### config.mk
export PLATFORM = sky130hd
export DESIGN_NAME = apb_slave_regbank
export DESIGN_NICKNAME = d
export VERILOG_FILES = /design/src/rtl/apb_slave_regbank.sv
export SDC_FILE = /design/constraint.sdc
export NUM_CORES = 1
export LEC_CHECK = 0
export CAP_MARGIN = 20
export CORE_MARGIN = 5
export CORE_UTILIZATION = 57
export CTS_BUF_LIST = sky130_fd_sc_hd__clkbuf_4 sky130_fd_sc_hd__clkbuf_8
export CTS_CLUSTER_DIAMETER = 80
export DETAILED_ROUTE_END_ITERATION = 16
export PLACE_DENSITY = 0.78
export SYNTH_ARGS = -nofsm -noshare
export SYNTH_HDL_FRONTEND = slang
export SYNTH_SLANG_ARGS = --single-unit
export TNS_END_PERCENT = 5
### constraint.sdc
create_clock -name S_CLK -period 4.08 [get_ports S_CLK]
set_clock_uncertainty 0.05 [all_clocks]
set_input_delay 0.816 -clock S_CLK [delete_from_list [all_inputs] [get_ports S_CLK]]
set_output_delay 0.816 -clock S_CLK [all_outputs]
set_load 0.02 [all_outputs]
### src/rtl/apb_slave_regbank.sv
// APB slave register bank: NUM_REGS word registers with byte strobes,
// a fixed number of wait states and PSLVERR on out-of-range addresses.
module apb_slave_regbank #(
  parameter int unsigned              ADDRESS_WIDTH = 32,
  parameter int unsigned              DATA_WIDTH    = 32,
  parameter int unsigned              NUM_REGS      = 16,
  parameter logic [ADDRESS_WIDTH-1:0] BASE_ADDR     = 'h10,
  parameter int unsigned              WAIT_STATES   = 1
) (
  input  logic                      S_CLK,
  input  logic                      RSTn,
  input  logic                      PSEL,
  input  logic                      PENABLE,
  input  logic                      PWRITE,
  input  logic [ADDRESS_WIDTH-1:0]  PADDR,
  input  logic [DATA_WIDTH-1:0]     PWDATA,
  input  logic [DATA_WIDTH/8-1:0]   PSTRB,
  output logic [DATA_WIDTH-1:0]     PRDATA,
  output logic                      PREADY,
  output logic                      PSLVERR
);

  localparam int unsigned STRB_W = DATA_WIDTH / 8;
  localparam int unsigned IDX_W  = (NUM_REGS > 1) ? $clog2(NUM_REGS) : 1;

  typedef enum logic [1:0] {
    IDLE,
    WAIT,
    DONE
  } state_e;

  state_e                   state_q;
  logic [3:0]               cnt_q;
  logic [ADDRESS_WIDTH-1:0] addr_q;
  logic                     write_q;
  logic [DATA_WIDTH-1:0]    wdata_q;
  logic [STRB_W-1:0]        strb_q;
  logic [DATA_WIDTH-1:0]    regs_q [NUM_REGS];
  logic [DATA_WIDTH-1:0]    prdata_q;
  logic                     pready_q;
  logic                     pslverr_q;

  logic [ADDRESS_WIDTH-1:0] acc_addr;
  logic [ADDRESS_WIDTH-1:0] acc_off;
  logic                     acc_write;
  logic                     acc_valid;
  logic [IDX_W-1:0]         acc_idx;
  logic                     start;
  logic                     enter_done;
  logic                     commit;
  logic [DATA_WIDTH-1:0]    wr_merge_d;

  // In IDLE the setup is decoded straight from the bus so a zero-wait
  // transfer can enter DONE on the same edge that latches it.
  always_comb begin
    acc_addr   = (state_q == IDLE) ? PADDR : addr_q;
    acc_write  = (state_q == IDLE) ? PWRITE : write_q;
    acc_off    = acc_addr - BASE_ADDR;
    acc_valid  = (acc_addr >= BASE_ADDR) && (acc_off < ADDRESS_WIDTH'(NUM_REGS));
    acc_idx    = acc_off[IDX_W-1:0];
    start      = (state_q == IDLE) && PSEL && !PENABLE;
    enter_done = (start && (WAIT_STATES == 0)) ||
                 ((state_q == WAIT) && PSEL && (cnt_q == 4'd1));
    commit     = (state_q == DONE) && PSEL && write_q && acc_valid;
  end

  always_comb begin
    wr_merge_d = regs_q[acc_idx];
    for (int b = 0; b < STRB_W; b++) begin
      if (strb_q[b]) begin
        wr_merge_d[8*b +: 8] = wdata_q[8*b +: 8];
      end
    end
  end

  always_ff @(posedge S_CLK) begin
    if (!RSTn) begin
      for (int i = 0; i < NUM_REGS; i++) begin
        regs_q[i] <= '0;
      end
    end else if (commit) begin
      regs_q[acc_idx] <= wr_merge_d;
    end
  end

  // Outputs default to zero every cycle and are only raised on entry to DONE.
  always_ff @(posedge S_CLK) begin
    if (!RSTn) begin
      state_q   <= IDLE;
      cnt_q     <= '0;
      addr_q    <= '0;
      write_q   <= 1'b0;
      wdata_q   <= '0;
      strb_q    <= '0;
      prdata_q  <= '0;
      pready_q  <= 1'b0;
      pslverr_q <= 1'b0;
    end else begin
      prdata_q  <= '0;
      pready_q  <= 1'b0;
      pslverr_q <= 1'b0;
      if (enter_done) begin
        pready_q  <= 1'b1;
        pslverr_q <= !acc_valid;
        prdata_q  <= (acc_valid && !acc_write) ? regs_q[acc_idx] : '0;
      end
      case (state_q)
        IDLE: begin
          if (start) begin
            addr_q  <= PADDR;
            write_q <= PWRITE;
            wdata_q <= PWDATA;
            strb_q  <= PSTRB;
            if (WAIT_STATES == 0) begin
              state_q <= DONE;
            end else begin
              cnt_q   <= 4'(WAIT_STATES);
              state_q <= WAIT;
            end
          end
        end
        WAIT: begin
          if (!PSEL) begin
            cnt_q   <= '0;
            state_q <= IDLE;
          end else begin
            cnt_q <= cnt_q - 4'd1;
            if (cnt_q == 4'd1) begin
              state_q <= DONE;
            end
          end
        end
        DONE: begin
          state_q <= IDLE;
        end
        default: begin
          state_q <= IDLE;
        end
      endcase
    end
  end

  assign PRDATA  = prdata_q;
  assign PREADY  = pready_q;
  assign PSLVERR = pslverr_q;

endmodule

======== Yosys cells after proc, flatten, opt, wreduce, memory -nomap -nowiden ========
Memories as Yosys holds them, arrays and structs flattened.
Index checks and enable logic that the tools add are counted.
cells by class
  add/subtract/negate cells ............... 2
  order comparisons ....................... 2
  equality and inequality tests ........... 5
  mux-type cells .......................... 21
  reductions and logical operators ........ 20
operators by type and width
  cell                                                                 number
  2-to-1 mux 32 bit                                                    2
  greater-or-equal comparator 32 x 5 -> 1 bit (second input constant)  1
  < comparator 32 x 5 -> 1 bit (second input constant)                 1
  2-to-1 mux 8 bit                                                     4
  OR reduction 32 bit                                                  1
  subtractor 32 x 5 -> 32 bit (second input constant)                  1
  2-to-1 mux 4 bit                                                     3
  logical AND 1 bit                                                    9
  case mux 4 bit (2 select lines)                                      1
  AND reduction 2 bit                                                  4
  2-to-1 mux 1 bit                                                     7
  2-to-1 mux 2 bit                                                     3
  == test 4 x 1 -> 1 bit (second input constant)                       1
  case mux 2 bit (2 select lines)                                      1
  subtractor 4 x 1 -> 4 bit (second input constant)                    1
  zero test 1 bit                                                      3
  inequality test 3 x 2 -> 1 bit (second input constant)               1
  AND reduction 3 bit                                                  1
  == test 2 x 1 -> 1 bit (second input constant)                       1
  == test 2 bit (second input constant)                                1
  zero test 2 bit                                                      1
  inequality test 2 bit (second input constant)                        1
  nonzero test 2 bit                                                   1
storage, ports and cells
  flip-flop bits (word level) ............. 109
  bits in writable memories ............... 512
  input bits .............................. 73
  output and inout bits ................... 34
  word-level logic and storage cells ...... 60
  memories kept ........................... 1
memories
  memory  depth  width  read ports  clocked after Yosys merged registers in  write ports  RTL line  RTL
  regs_q  16     32     1           0                                        16           38        logic [DATA_WIDTH-1:0] regs_q [NUM_REGS];

======== Depth between registers and ports, before layout ========
  word-level depth ........................ 11
  gate-level depth with buffers ........... 11
  mapped depth without buffers ............ 8

======== Least setup slack after synthesis ========
OpenSTA, ideal clock, no wires.
  kind .................................... input -> register
  start ................................... input port PADDR[10]
  end ..................................... memory regs_q[6][0], enable pin
  setup time .............................. 0.389 ns
  data arrival time ....................... 3.853 ns
  required time ........................... 3.641 ns
  slack ................................... -0.212 ns
  stages .................................. 9
  path buffers ............................ 2
  cell sequence ........................... or3_1 -> or3_1 -> a211oi_2 -> nand4_1 -> a21oi_1 -> clkbuf_1 -> nand4_1 -> clkbuf_1 -> nand2_1
RTL lines
  what                RTL line  RTL
  start: declaration  15        input logic [ADDRESS_WIDTH-1:0] PADDR,
  end: declaration    38

======== Worst setup path after layout ========
  start ................................... register state_q[1]
  end ..................................... register prdata_q[28], in the netlist PRDATA[28], read port of regs_q
on the way
  cells in the longest elaborated chain, start to end .. 7
  elaborated cells between the ends (all ways) .. 14
  those cells by class .................... 1 x add/sub; 2 x order compare; 1 x eq/ne; 2 x mux; 7 x reduce/logical; 1 x memory
ends and longest elaborated chain
  what                                  RTL line  RTL
  start: declaration                    32        state_e state_q;
  start signal: assignment              89        state_q <= IDLE;
  start signal: assignment              115       state_q <= DONE;
  start signal: assignment              118       state_q <= WAIT;
  zero test 2 bit                       56, 57
  2-to-1 mux 32 bit                     56        acc_addr = (state_q == IDLE) ? PADDR : addr_q;
  subtractor 32 x 5 -> 32 bit           58        acc_off = acc_addr - BASE_ADDR;
  < comparator 32 x 5 -> 1 bit          59        acc_valid = (acc_addr >= BASE_ADDR) && (acc_off < ADDRESS_WIDTH'(NUM_REGS));
  logical AND 1 bit                     59
  logical AND 1 bit                     105       prdata_q <= (acc_valid && !acc_write) ? regs_q[acc_idx] : '0;
  AND reduction 3 bit (no source line)  -
  end: declaration                      39        logic [DATA_WIDTH-1:0] prdata_q;
Several ways; a longest one is shown, not always the timed one.
A chain may end at the register's enable or synchronous reset.

==> results.toml <==
[status]
outcome = "finished clean"

[critical_path]
r2r_slack_ps = 600
r2r_end = "PRDATA[28]"
setup.worst_path.start_class = "register"
required_ps = 4560
worstPathArrival_ps = 3960
endpoint_kind = "register"
critPathKind = "reg2reg"
r2r-start = "state_q[1]"
cp_max_fo = 18
worstRegToRegCells = 11

[clock_network]
path_clk_slew_ps = 60
cts_buffer_depth = 3
cts_root_buffer = "clkbuf_8"
cts_resized = 0
clk_latency_ps = 670
post-cts-setup-buffers = 0
clock-sinks = 621
numCtsBuffers = 97
cts_hold_buf = 0
htreeDepth = 3
cts_tree = "built"

[worst_hold_path]
hold_end = "wdata_q[1]"
hold_path.class = "reg2reg"
worstHoldStart = "wdata_q[1]"
hold_depth = 2

[logic_synthesis]
ys_async_sr_fraction_pct = 0
ys_types = 45
yosysTopAreaCell = "edfxtp_1"
syn_inst = 2021
synth_edf_count = 512
yosys_warnings = 0
ys_ff_latch = 621
synth_sequential_area_ratio_pct = 66.38
synth_area_sq_mm = 0.02645
yosysTopAreaCellShare_pct = 58.13
ys_top_cells_by_area = "edfxtp_1, mux4_2, dfxtp_1, nor2_1, nand2_1"
avgSynthCellArea_sq_um = 13.09
synth_nets = 2096
synth-main-ff-cell = "edfxtp_1"

[placed_design]
dp.cells = 2695
pre_cts_slack_ps = 100.8
gp_routability_congestion = 0.8755
io_buffers = 106
dp_hpwl_microns = 45070

[sta]
slew_headroom_pct = 31.52
setup_slack_ps = 600.6
period_share_pct = 85.28
setup_violations = 0
fmax_ghz = 0.2874
hold_viol = 0
fin_crit_ps = 3479
finalSetupTns_ps = 0
worstMarginPinSlew_ps = 1027
maxSlewViolCount = 0
grt_setup_unrepaired = "false"

[route]
routedWlPerCell_microns = 23.95
totalWireLength_microns = 68870
vias = 17960
routed_via_density = 6.243
dr.first_iter.drc_count = 2290
drc = 0
firstDrtPassIters = 6
antenna_left = 0

[final_layout]
instances_no_fill = 2876
area_growth_pct = 18.88
nNetsFinal = 2262
final_common_cell = "nor2_1"
final_cell_mix = "nor2_1, edfxtp_1, nand2_1, mux4_2, dfxtp_1"
drive_gt1_share_pct = 20.37

[die]
initial_core_util_pct = 57.18
io_pins = 107
coreArea_sq_mm = 0.04626
row_count = 79
design.die.area_sq_mm = 0.05081
chipWidth_microns = 225.4
fp.dieH_microns = 225.4

[grt]
antenna_found_initial = 2
grt_max_degree = 92
grt_pass1_vias = 17800
grtUsageTotal_pct = 27.27
overflow = 0
grt_first_pass_wirelength_microns = 106200

[power]
ir_drop_mv = 0.2793
powerDensity_mw_per_mm2 = 446.6
p_leak_nw = 10.91

[flow_run]
cap_violations = 0
==> cell type report <==
cell class	instances	area (sq um)
Antenna cell	1	2.502
Clock inverter	27	138.9
Clock buffer	153	1799
Timing Repair Buffer	241	2855
Tap cell	607	759.5
Inverter	5	18.77
Sequential cell	621	17560
Multi-Input combinational cell	1221	8310
Fill cell	3046	14820
==> through the flow <==
step	hold slack (ps)	instance area, sq um	util [%]	total power, mW
after CTS	424.1	31440	67.96	14.09
after global placement	406.2	29470	63.71	8.875
after detailed placement	415.4	29500	63.77	8.926
final	421.3	31440	67.97	14.04
after global routing	446.8	31440	67.97	14.53
after floorplan	392.8	26450	-	8.123
==> state kept, by name, indices dropped and copies added (netlist names) <==
register / flops
regs_q: 512
PRDATA: 32
addr_q: 32
wdata_q: 32
cnt_q: 4
strb_q: 4
state_q: 2
PREADY: 1
PSLVERR: 1
write_q: 1
==> metal layers <==
metal / global-route usage [%] / up-vias / share of wire (%)
met5: 0 / - / 0
met4: 7.360 / 0 / 1.8
met3: 7.099 / 104 / 13
met2: 41.92 / 1230 / 47
met1: 39.51 / 8932 / 38
li1: - / 7689 / -
==> cells by family after synthesis <==
group,count (synthesis),synth area share [%]
and+or+nand+nor,913,14.51
buffers and inverters,179,2.625
xor gates and xnor gates,1,0.03312
DFF,621,66.38
AOI/OAI and AO/OA,133,3.770
muxes,172,12.59
adders and majority gates,2,0.09460
==> synth_stat cells (5+ instances only) <==
cell        n
mux2i_1    39
nor2_1    531
clkbuf_1  148
mux2_2      5
buf_2      18
dfxtp_1   109
a21boi_0   70
or3_1       5
nor4_1     23
edfxtp_1  512
nand4_1    19
a22oi_1    33
a21oi_1    12
inv_1       5
nor2b_1    34
nand2_1   169
mux4_2    128
buf_1       8
nor3_1     13
nand3_1   101
==> report_power, final <==
part	total, mW	internal [mW]	switching, mW	leakage, nW
registers	7.13	7.04	0.0917	6.17
logic	1.70	0.706	0.989	3.69
clock network	5.21	2.80	2.41	1.05
==> how the worst max path moves through the flow <==
stage	start	to	slack, ps	cells past startpoint
after global routing	state_q[0]	PRDATA[28]	410	11
after detailed placement	PADDR[0]	regs_q[5][23]	100	9
final	state_q[1]	PRDATA[28]	600	11
after CTS	state_q[1]	regs_q[5][23]	600	10
after global placement	PADDR[3]	regs_q[13][23]	30	8
after floorplan	PADDR[10]	regs_q[0][0]	-210	9
==> critical path, stage by stage, from the launching register on <==
cell      delay [ps]
dfxtp_1          320
buf_4            190
or2_1            490
or3_1            460
a211oi_2         260
buf_4            160
nand4_1           80
a21oi_1          290
buf_12           200
nand4_1          190
buf_4            290
nor2b_1          350
(Power assumes the default switching activity.)
==> RTL edit, RTL diff (same flow settings) <==
Re-encode `state_e` (3 states) as one-hot, 3 bits wide.
--- a/src/rtl/apb_slave_regbank.sv
+++ b/src/rtl/apb_slave_regbank.sv
@@ -24,8 +24,8 @@
   localparam int unsigned IDX_W  = (NUM_REGS > 1) ? $clog2(NUM_REGS) : 1;
 
-  typedef enum logic [1:0] {
-    IDLE,
-    WAIT,
-    DONE
+  typedef enum logic [2:0] {
+    IDLE = 3'b001,
+    WAIT = 3'b010,
+    DONE = 3'b100
   } state_e;
 
Formal check against the unedited RTL: no difference found for any inputs over 4 cycles, from zero or initial values and one cycle with RSTn low; so few cycles prove little.
==> RTL edit against the unedited design <==
- sequential cell count rose by 1
- power is 2.8% higher
- sequential power about the same
- combinational power down 4%
- wire length is 19% higher
- count of clock-buffer cells in the layout down 13
- die area up 5.1%
- via count increased by 16%
- worst setup slack got worse by 500 ps
- synthesized area up 5.4%
- design area up 4.2%
- first-iteration DRC count is 9.5% higher
- synthesized cell count up 13%
- highest routed layer unchanged
==> RTL edit: results (changes against the unedited design) <==
sequential cell area fraction in the yosys report 63.1% (-3.3 points); leakage power figure 11.3 nW (+3.6%); Peak VDD IR 249 uV (-11%); CTS Buf Count 98 (+1.0%); Synth Net Count 2,368 (+13%); R2R cell count 10 (-1); first-pass GRT wire length 123 mm (+16%); sw power 3.65 mW (+4.6%); Final nets 2,488 (+10%); Final HPWL DP 49.8 mm (+11%); Post-synth EDFFs 512 (unchanged); Cells after DPL 2,935 (+8.9%); Max FO, Critical Path 22 (+4); Total GRT Usage 30.0% (+2.7 points); pin count of the biggest net entering global routing 93 (+1.1%); Placement Setup Slack -72.5 ps (-173 ps); status finished, final reports clean; DR iter-0 viols 2,507 (+9.5%); area of placed instances 30,600 sq um (+3.8%); vias in the first global route 20,600 (+16%); Yosys Warn Count 0 (unchanged); non-filler cells, final 3,118 (+8.4%); layout cells sized above 1 16.0% (-4.4 points); gpl congestion 0.897 (+2.5%); WL/cell 26.3 um (+9.6%); slowest library cell on the worst path nor4_1; relative slew slack 26.9% (-4.6 points); initial antenna violation count 1 (-1); Clock Tree Buf Depth 3 (unchanged); Commonest cells post-synth 543 x nor3_1, 512 x edfxtp_1, 264 x mux2i_1; Worst EP arrival 4350 ps (+390 ps); clk_lat worst skew 700 ps (+30 ps); max incr delay on CP 700 ps (+210 ps); Clock Pin Slew Worst Setup and Hold Paths 60 ps (about the same); DR vias 20,800 (+16%); post-synth cell types 51 (+13%); Post-Syn Instances 2,293 (+13%); Area contributors post-synth edfxtp_1 55%, nor3_1 9.8%, mux2i_1 9.5%, dfxtp_1 7.9%, o22ai_1 3.0%
[RTL edit: cell types whose count changed in the layout (fill, tap and decap cells not counted), moves of 32 or more]
cell and delta:
mux2_2 +33, mux2i_1 +226, nor2b_1 -33, inv_1 +32, nand3_1 -96, mux4_2 -128
nor2_1 -498, nor3_1 +530, o22ai_1 +130
[RTL edit: logic make-up after synthesis]
kind of cell             share of synthesized area (%)
XOR/XNOR                                        0.0629
multiplexers                                      10.9
AND/OR/NAND/NOR                                   15.6
flip-flops                                        63.1
adder cells (fa/ha/maj)                         0.0898
buffers and inverters                             4.33
AO/OA/AOI/OAI                                     5.90
[RTL edit: path summary, 6_finish.rpt]
check,from,endpoint,slack [ps]
setup / recovery,state_q[2]$_SDFFE_PN0P_,regs_q[1][0]$_SDFFCE_PN0P_,100
setup reg to reg,state_q[2]$_SDFFE_PN0P_,regs_q[1][0]$_SDFFCE_PN0P_,100
hold / removal,wdata_q[13]$_SDFFE_PN0P_,wdata_q[13]$_SDFFE_PN0P_,420
hold reg to reg,wdata_q[13]$_SDFFE_PN0P_,wdata_q[13]$_SDFFE_PN0P_,420
[RTL edit: final cells by class]
class                      instances  area, sq um
sequential                       622        17600
multi-input combinational       1402         9310
fill                            3342        15900
tap                              622          778
antenna                            1         2.50
clock buffer                     140         1790
clock inverter                    42          338
inverter                          37          139
timing repair buffer             252         2820
[RTL edit: stage by stage]
stage | power [mW] | hold slack (ps) | util (%)
floorplan | 8.22 | 388 | -
global placement | 8.81 | 404 | 62.9
CTS | 14.4 | 423 | 67.3
finish | 14.4 | 423 | 67.3
global route | 14.9 | 445 | 67.3
detailed placement | 8.86 | 414 | 62.9
[RTL edit: per-layer routing]
layer / share of wire [%] / GRT usage, %
met5: 0 / 0
met4: 3.6 / 11.8
met3: 12 / 6.87
met2: 48 / 49.4
met1: 36 / 39.0
[RTL edit: tightest hold or removal path, delay by kind of cell, from the launching register on]
family             cells  cell delay (ps)
AOI/OAI and AO/OA      1               60
DFF                    1              310
and+or+nand+nor        1               50
[RTL edit: power by group through the flow]
stage | combinational [mW] | sequential (mW) | clock [mW]
after detailed placement | 1.58 | 7.27 | 0
after global routing | 1.69 | 7.15 | 6.00
after floorplan | 0.975 | 7.24 | 0
final | 1.63 | 7.14 | 5.66
after CTS | 1.60 | 7.14 | 5.69
after global placement | 1.56 | 7.26 | 0
